File: src/rtl/gbvga_fb_pkg.sv
// Shared types and geometry for the Game Boy VGA framebuffer arbiter.
package gbvga_fb_pkg;
  localparam int FB_W      = 160;
  localparam int FB_H      = 144;
  localparam int FB_WORDS  = FB_W * FB_H;
  localparam int FB_ADDR_W = 15;
  localparam int FB_DATA_W = 2;

  typedef enum logic [1:0] {OP_IDLE, OP_RD, OP_WR} op_e;

  typedef struct packed {
    logic [FB_ADDR_W-1:0] addr;
    logic [FB_DATA_W-1:0] data;
  } fb_wentry_t;
endpackage

File: src/rtl/gbvga_fb_wfifo.sv
// Capture write FIFO: registered occupancy, no pass-through when full.
module gbvga_fb_wfifo
  import gbvga_fb_pkg::*;
#(
  parameter int DEPTH = 4
) (
  input  logic                     clk,
  input  logic                     reset,
  input  logic                     push,
  input  fb_wentry_t               push_entry,
  input  logic                     pop,
  output fb_wentry_t               head,
  output logic                     full,
  output logic                     empty,
  output logic [$clog2(DEPTH):0]   level
);
  localparam int PW = $clog2(DEPTH);

  fb_wentry_t     mem [DEPTH];
  logic [PW-1:0]  wptr, rptr;
  logic           do_push, do_pop;

  assign full    = level == (PW+1)'(DEPTH);
  assign empty   = level == '0;
  assign do_push = push && !full;
  assign do_pop  = pop && !empty;
  assign head    = mem[rptr];

  always_ff @(posedge clk) begin
    if (reset) begin
      wptr  <= '0;
      rptr  <= '0;
      level <= '0;
    end else begin
      if (do_push) begin
        mem[wptr] <= push_entry;
        wptr      <= wptr + 1'b1;
      end
      if (do_pop) rptr <= rptr + 1'b1;
      case ({do_push, do_pop})
        2'b10:   level <= level + 1'b1;
        2'b01:   level <= level - 1'b1;
        default: ;
      endcase
    end
  end
endmodule

File: src/rtl/gbvga_fb_arbiter.sv
// Single-port framebuffer arbiter: scanout reads win, capture writes are FIFO-buffered.
// Define GBVGA_FB_ARB_FAIR_EN to bound how long reads may starve pending writes.
module gbvga_fb_arbiter
  import gbvga_fb_pkg::*;
#(
  parameter int ADDR_W     = FB_ADDR_W,
  parameter int DATA_W     = FB_DATA_W,
  parameter int FB_WORDS   = FB_W * FB_H,
  parameter int FIFO_DEPTH = 4,
  parameter int RAM_LAT    = 1,
  parameter int STARVE_MAX = 8
) (
  input  logic                          clk,
  input  logic                          reset,
  input  logic                          rd_req,
  input  logic [ADDR_W-1:0]             rd_addr,
  output logic                          rd_gnt,
  output logic                          rd_valid,
  output logic [DATA_W-1:0]             rd_data,
  input  logic                          wr_valid,
  output logic                          wr_ready,
  input  logic [ADDR_W-1:0]             wr_addr,
  input  logic [DATA_W-1:0]             wr_data,
  output logic [ADDR_W-1:0]             ram_addr,
  output logic                          ram_we,
  output logic [DATA_W-1:0]             ram_wdata,
  input  logic [DATA_W-1:0]             ram_rdata,
  output logic [$clog2(FIFO_DEPTH):0]   fifo_level
);
  if (RAM_LAT < 1 || RAM_LAT > 3 || FIFO_DEPTH < 2 ||
      (FIFO_DEPTH & (FIFO_DEPTH - 1)) != 0 || STARVE_MAX < 1) begin : g_bad_cfg
    $error("gbvga_fb_arbiter: illegal parameter set");
  end

  fb_wentry_t           push_entry, head;
  logic                 full, empty, pop, starved;
  logic                 rd_oor, wr_oor;
  op_e                  op;
  logic [RAM_LAT:1]     vld_q;
  logic [RAM_LAT:0]     vld_pipe, zero_pipe;

  assign push_entry = '{addr: wr_addr, data: wr_data};
  assign wr_ready   = !full;
  assign rd_oor     = 32'(rd_addr) >= FB_WORDS;
  assign wr_oor     = 32'(head.addr) >= FB_WORDS;

  gbvga_fb_wfifo #(.DEPTH(FIFO_DEPTH)) u_wfifo (
    .clk        (clk),
    .reset      (reset),
    .push       (wr_valid),
    .push_entry (push_entry),
    .pop        (pop),
    .head       (head),
    .full       (full),
    .empty      (empty),
    .level      (fifo_level)
  );

`ifdef GBVGA_FB_ARB_FAIR_EN
  localparam int SW = $clog2(STARVE_MAX + 1);
  logic [SW-1:0] starve;

  // Saturates by construction: at STARVE_MAX the write is forced, which clears it.
  assign starved = !empty && (starve == SW'(STARVE_MAX));

  always_ff @(posedge clk) begin
    if (reset || pop)         starve <= '0;
    else if (rd_gnt && !empty) starve <= starve + 1'b1;
  end
`else
  assign starved = 1'b0;
`endif

  assign rd_gnt = !reset && rd_req && !starved;
  assign pop    = !reset && !rd_gnt && !empty;

  // Stage 0 of the read-return pipe is the issue register itself.
  assign vld_pipe = {vld_q, op == OP_RD};
  assign rd_valid = vld_pipe[RAM_LAT];
  assign rd_data  = (rd_valid && !zero_pipe[RAM_LAT]) ? ram_rdata : '0;

  always_ff @(posedge clk) begin
    if (reset) begin
      op        <= OP_IDLE;
      ram_addr  <= '0;
      ram_we    <= 1'b0;
      ram_wdata <= '0;
      vld_q     <= '0;
      zero_pipe <= '0;
    end else begin
      ram_we    <= 1'b0;
      vld_q     <= vld_pipe[RAM_LAT-1:0];
      zero_pipe <= {zero_pipe[RAM_LAT-1:0], rd_oor};
      if (rd_gnt) begin
        op <= OP_RD;
        if (!rd_oor) ram_addr <= rd_addr;
      end else if (pop) begin
        op <= OP_WR;
        if (!wr_oor) begin
          ram_addr  <= head.addr;
          ram_wdata <= head.data;
          ram_we    <= 1'b1;
        end
      end else begin
        op <= OP_IDLE;
      end
    end
  end
endmodule
File: config.mk
export PLATFORM = sky130hd
export DESIGN_NAME = gbvga_fb_arbiter
export DESIGN_NICKNAME = d
export VERILOG_FILES = /design/src/rtl/gbvga_fb_pkg.sv /design/src/rtl/gbvga_fb_wfifo.sv /design/src/rtl/gbvga_fb_arbiter.sv
export SDC_FILE = /design/constraint.sdc
export NUM_CORES = 1
export LEC_CHECK = 0
export CORE_UTILIZATION = 50
export CTS_BUF_LIST = sky130_fd_sc_hd__clkbuf_4 sky130_fd_sc_hd__clkbuf_8 sky130_fd_sc_hd__clkbuf_16
export DETAILED_ROUTE_END_ITERATION = 10
export DONT_BUFFER_PORTS = 1
export GPL_TIMING_DRIVEN = 0
export PLACE_DENSITY = 0.69
export SYNTH_ARGS = -nofsm -noshare
export SYNTH_HDL_FRONTEND = slang
export SYNTH_SLANG_ARGS = --single-unit
File: constraint.sdc
create_clock -name clk -period 2.3 [get_ports clk]
set_input_delay 0.345 -clock clk [delete_from_list [all_inputs] [get_ports clk]]
set_output_delay 0.345 -clock clk [all_outputs]
set_load 0.01 [all_outputs]
Word-level counts from Yosys, hierarchy flattened. Memories as Yosys holds them, arrays and structs flattened. A register that Yosys moved wholly into a read port is not among the register bits. Index checks and enable logic that the tools add are counted.

Bits of input ports: 38. Memories kept: 1. Bits in registers: 30. RAM bits: 68. Word-level logic and storage cells: 58.

Memory list: u_wfifo.mem (depth 4, width 17, read ports 1, clocked after memory_dff 1, write ports 1, line gbvga_fb_wfifo.sv:19) `fb_wentry_t mem [DEPTH];`.

Magnitude comparators: 2. Add/subtract/negate cells: 4. Equality and inequality tests: 6. Bitwise operators: 3. Reduce and logical (&&, ||, !) cells: 18. Mux-type cells: 14.

Operator list (number): 2-to-1 mux 15 bit (4); greater-or-equal comparator 15 bit (second input constant) (2); 2-to-1 mux 2 bit (4); logical AND 1 bit (6); one-hot mux 3 bit (2 select lines) (1); AND reduction 3 bit (2); zero test 1 bit (5); 2-to-1 mux 1 bit (5); adder 2 x 1 -> 2 bit (second input constant) (2); equality test 2 x 1 -> 1 bit (second input constant) (2); != test 2 bit (second input constant) (2); nonzero test 2 bit (2); adder 3 x 1 -> 3 bit (second input constant) (1); equality test 3 bit (second input constant) (1); zero test 3 bit (1); NOT 1 bit (3); OR reduction 3 bit (1); subtractor 3 x 1 -> 3 bit (second input constant) (1); equality test 2 bit (second input constant) (1); OR reduction 2 bit (1).

Logic depth before layout (Yosys ltp). Gate-level depths: netlist of run 1.

Word-level depth: 8. Depth in mapped cells: 9.

Modules after synthesis. From an unflattened synthesis of run 1, not the netlist that was laid out.

Cell total of the unflattened synthesis: 259. Area total of the unflattened synthesis: 4201.5 µm².

By module, submodules not included: gbvga_fb_wfifo (area an instance 2979.1 µm², instances 1, cells an instance 143); gbvga_fb_arbiter (area an instance 1222.4 µm², instances 1, cells an instance 116).

Least setup slack after synthesis of run 1. OpenSTA, ideal clock, no wires.

Path type: flip-flop to flip-flop. Start point: register u_wfifo.level[0]. End point: register u_wfifo.level[2]. Cell stages (with the launch flop): 9. Data arrival time: 1958 ps. Path slack: 271 ps. Cell sequence: dfxtp_1 nor3_1 nor3_4 ha_1 inv_1 fa_1 xor2_1 or3_1 a21oi_1.

Cells in the longest elaborated chain, start to end: 6. Elaborated cells on any way between the ends: 13.

RTL lines: start: declaration (line gbvga_fb_wfifo.sv:15) `output logic [$clog2(DEPTH):0] level`; start signal: assignment (line gbvga_fb_wfifo.sv:41) `2'b10: level <= level + 1'b1;`; start signal: assignment (line gbvga_fb_wfifo.sv:42) `2'b01: level <= level - 1'b1;`; zero test 3 bit (line gbvga_fb_wfifo.sv:24) `assign empty = level == '0;`; zero test 1 bit (line gbvga_fb_wfifo.sv:26, gbvga_fb_arbiter.sv:75); logical AND 1 bit (line gbvga_fb_arbiter.sv:75) `assign pop = !reset && !rd_gnt && !empty;`; logical AND 1 bit (line gbvga_fb_wfifo.sv:26) `assign do_pop = pop && !empty;`; equality test 2 x 1 -> 1 bit / equality test 2 bit (equally long branches) (line gbvga_fb_wfifo.sv:40) `case ({do_push, do_pop})`; one-hot mux 3 bit (2 select lines) / nonzero test 2 bit (equally long branches).

Parallel ways exist; a longest one is shown, timed or not. A chain may end at the register's enable or synchronous reset.

Worst setup path after layout of run 1. Same ends and word-level chain as after synthesis.

==> flow_metrics.env, run 1 <==
export IMPL_clk_pin_slew_ns=0.10
export IMPL_cts_root_buf="clkbuf_8"
export IMPL_syn_cell_area_mm2=0.004104
export IMPL_io_buffers=0
export IMPL_synth_seq_area_share=0.6537
export IMPL_crit_family="simple AND/OR/NAND/NOR gates"
export IMPL_die_h_um=92.60
export IMPL_cap_violations=0
export IMPL_crit_path_cell_trace="nor3_1 > nor3_4 > ha_1 > inv_1 > fa_1 > xor2_1 > or3_1 > a21oi_1"
export IMPL_clock_skew_ns=0.009177
export IMPL_die_area_mm2=0.008574
export IMPL_finalSetupViolCount=0
export IMPL_min_delay_path_class="primary input to flip-flop"
export IMPL_grt_pass1_wl_um=11390
export IMPL_start_kind="flip-flop"
export IMPL_rsz0062_at_grt="no"
export IMPL_final_common_cell="edfxtp_1"
export IMPL_drv_slew=0
export IMPL_overflow=0
export IMPL_antenna_left=0
export IMPL_layout_common_cells="68 x edfxtp_1, 29 x dfxtp_1, 19 x a21oi_1, 17 x mux4_2"
export IMPL_ys_warn_count=0
export IMPL_grt_max_degree=18
export IMPL_clk_latency_ns=0.36
export IMPL_setup_tns_final_ns=0
export IMPL_utilization=0.5749
export IMPL_avgSynthCellArea_um2=16.09
export IMPL_wl_per_cell_um=18.88
export IMPL_multiInputGateArea_mm2=0.001306
export IMPL_syn_nets=299
export IMPL_drt_vias_per_instance=5.709
export IMPL_period_needed_ns=2.163
export IMPL_coreArea_mm2=0.007848
export IMPL_criticalPathCategory="flip-flop to flip-flop"
export IMPL_cp_max_fo=4
export IMPL_area_growth_pct=9.939
export IMPL_pin_count=64
export IMPL_cpPeakStageDelay_ns=0.40
export IMPL_fill_cells=643
export IMPL_pwr_density_cell_mw_per_mm2=895.9
export IMPL_critPathCaptureType="flip-flop"
export IMPL_relSlewSlack=0.4335
export IMPL_rows=32
export IMPL_worst_pin_slew_ns=0.8498
export IMPL_vias=2141
export IMPL_nets=312
export IMPL_vdd_ir_drop_max_mv=0.4426
export IMPL_drtPass1Iterations=4
export IMPL_drc=0
export IMPL_grt_usage=0.1808
export IMPL_drive_above_1_share=0.2747
export IMPL_start_util=0.5230
export IMPL_fin_crit_sh=0.9403
export IMPL_cp_slowest_cell="dfxtp_2"
export IMPL_gp_congestion=0.7661
export IMPL_synth_cells=255
export IMPL_status="finished clean"
export IMPL_grt_antenna_before_repair=0
export IMPL_dp_hpwl_um=4717
export IMPL_wl_um=7079
export IMPL_ys_types=39
export IMPL_cts_tree="done"
export IMPL_crit_buf_inv=1
export IMPL_hold_violations=0
export IMPL_p_leak_uw=0.001468
export IMPL_htree_levels=3
export IMPL_grt_pass1_vias=2182
export IMPL_cts_made_buffers=9
export IMPL_fmax_ghz=0.4624
export IMPL_ys_seq_elements=100
export IMPL_clock_path_buffers=2
export IMPL_clock_sinks=100
export IMPL_final_seq_area_mm2=0.002686
export IMPL_n_antenna_cell=0
export IMPL_cp_data_arrival_time_ns=2.44
export IMPL_required_ns=2.58
export IMPL_die_w_um=92.60
export IMPL_drtIter0Drc=134
-- layer usage --
layer	share of wire	vias up	track usage
met5	0	-	0
met1	0.42	1047	0.2277
met4	0.015	0	0.07031
li1	-	1013	-
met2	0.49	71	0.2883
met3	0.079	10	0.06158
-- per-stage QoR --
step	hold WS (ns)	setup WS (ns)	power [µW]	std cells	area, µm²
after floorplan	0.3721	0.2714	2617	255	4104
after global placement	0.3799	0.06236	2715	357	4232
after detailed placement	0.3827	0.01316	2728	357	4232
after CTS	0.05435	0.005665	4061	373	4484
after global routing	0.04349	0.02204	4225	375	4512
final	0.07305	0.1373	4042	375	4512
-- cells by family after synthesis --
group                    synth area share
AO/OA/AOI/OAI                      0.1232
buffers and inverters             0.03079
AND/OR/NAND/NOR                   0.06556
XOR/XNOR                         0.008538
multiplexers                      0.09817
flip-flops                         0.6537
adder cells (fa/ha/maj)           0.02012
-- repair_timing --
item	in CTS	in global routing
cloned	0	0
gates resized for setup	2	6
pin swaps	0	1
hold buffers	0	0
buffers inserted	0	2
setup endpoints to repair	34	35
-- where the power goes --
part           leakage [µW]  internal (µW)  switching, µW
registers          0.000881           2050           92.9
clock network      0.000126            748            598
logic              0.000460            257            300
-- synth_stat cells --
cell type / count / share of area
a211oi_1: 6 / 0.011
a211oi_2: 9 / 0.027
a21oi_1: 19 / 0.023
a221oi_1: 4 / 0.0085
a221oi_2: 10 / 0.037
a31oi_4: 1 / 0.0052
and2_1: 13 / 0.020
and3b_1: 2 / 0.0043
buf_2: 1 / 0.0012
buf_6: 4 / 0.011
clkbuf_1: 10 / 0.0091
clkbuf_2: 1 / 0.0012
clkinv_1: 1 / 0.00091
dfxtp_1: 32 / 0.16
edfxtp_1: 68 / 0.50
fa_1: 1 / 0.0049
ha_1: 5 / 0.015
inv_1: 6 / 0.0055
inv_2: 2 / 0.0018
mux2i_1: 2 / 0.0049
mux4_2: 17 / 0.093
nand2_1: 5 / 0.0046
nand2b_1: 1 / 0.0015
nand3_1: 2 / 0.0024
nand3b_1: 1 / 0.0018
nor2_1: 10 / 0.0091
nor2b_1: 6 / 0.0091
nor3_1: 2 / 0.0024
nor3_4: 1 / 0.0040
nor3b_1: 1 / 0.0018
nor4_2: 1 / 0.0030
o211a_1: 1 / 0.0024
o211ai_2: 1 / 0.0030
o21ai_0: 2 / 0.0024
o21ai_1: 1 / 0.0012
o21ai_2: 1 / 0.0021
or3_1: 1 / 0.0015
xnor2_1: 2 / 0.0043
xor2_1: 2 / 0.0043
-- path summary, 6_finish.rpt --
path | from | to | slack [ns] | cells after the start
max | u_wfifo.level[0]$_SDFFE_PP0P_ | u_wfifo.level[2]$_SDFFE_PP0P_ | 0.14 | 8
min | wr_addr[3] | u_wfifo.mem[1][5]$_DFFE_PP_ | 0.07 | 0
max reg2reg | u_wfifo.level[0]$_SDFFE_PP0P_ | u_wfifo.level[2]$_SDFFE_PP0P_ | 0.14 | 8
min reg2reg | op[1]$_SDFF_PP0_ | rd_valid$_SDFF_PP0_ | 0.41 | 1
-- flip-flops by register name, indices dropped and copies added (netlist names), named ones only --
signal,count
u_wfifo.mem,68
ram_addr,15
u_wfifo.level,3
op,2
ram_wdata,2
u_wfifo.rptr,2
u_wfifo.wptr,2
zero_pipe,2
ram_we,1
rd_valid,1
-- cell type report --
class | instances | share of cell area
well taps | 102 | 0.02829
multi-input cells | 130 | 0.2895
clock buffers | 10 | 0.02912
clock inverters | 6 | 0.02634
repair buffers | 2 | 0.003328
plain buffers | 16 | 0.02052
inverters | 9 | 0.007488
flip-flops and latches | 100 | 0.5954
Power figures use the tool's default switching activity.
==> run 2, diff against run 1 <==
==> constraint.sdc (replaced) <==
create_clock -name clk -period 2.3 [get_ports clk]
set_input_delay 0.46 -clock clk [delete_from_list [all_inputs] [get_ports clk]]
set_output_delay 0.46 -clock clk [all_outputs]
set_load 0.01 [all_outputs]
==> results of run 2 <==
Same layout as run 1 (identical final DEF). Status: finished clean.
Among the figures that moved: hold slack 0.07305 ns -> 0.1880 ns
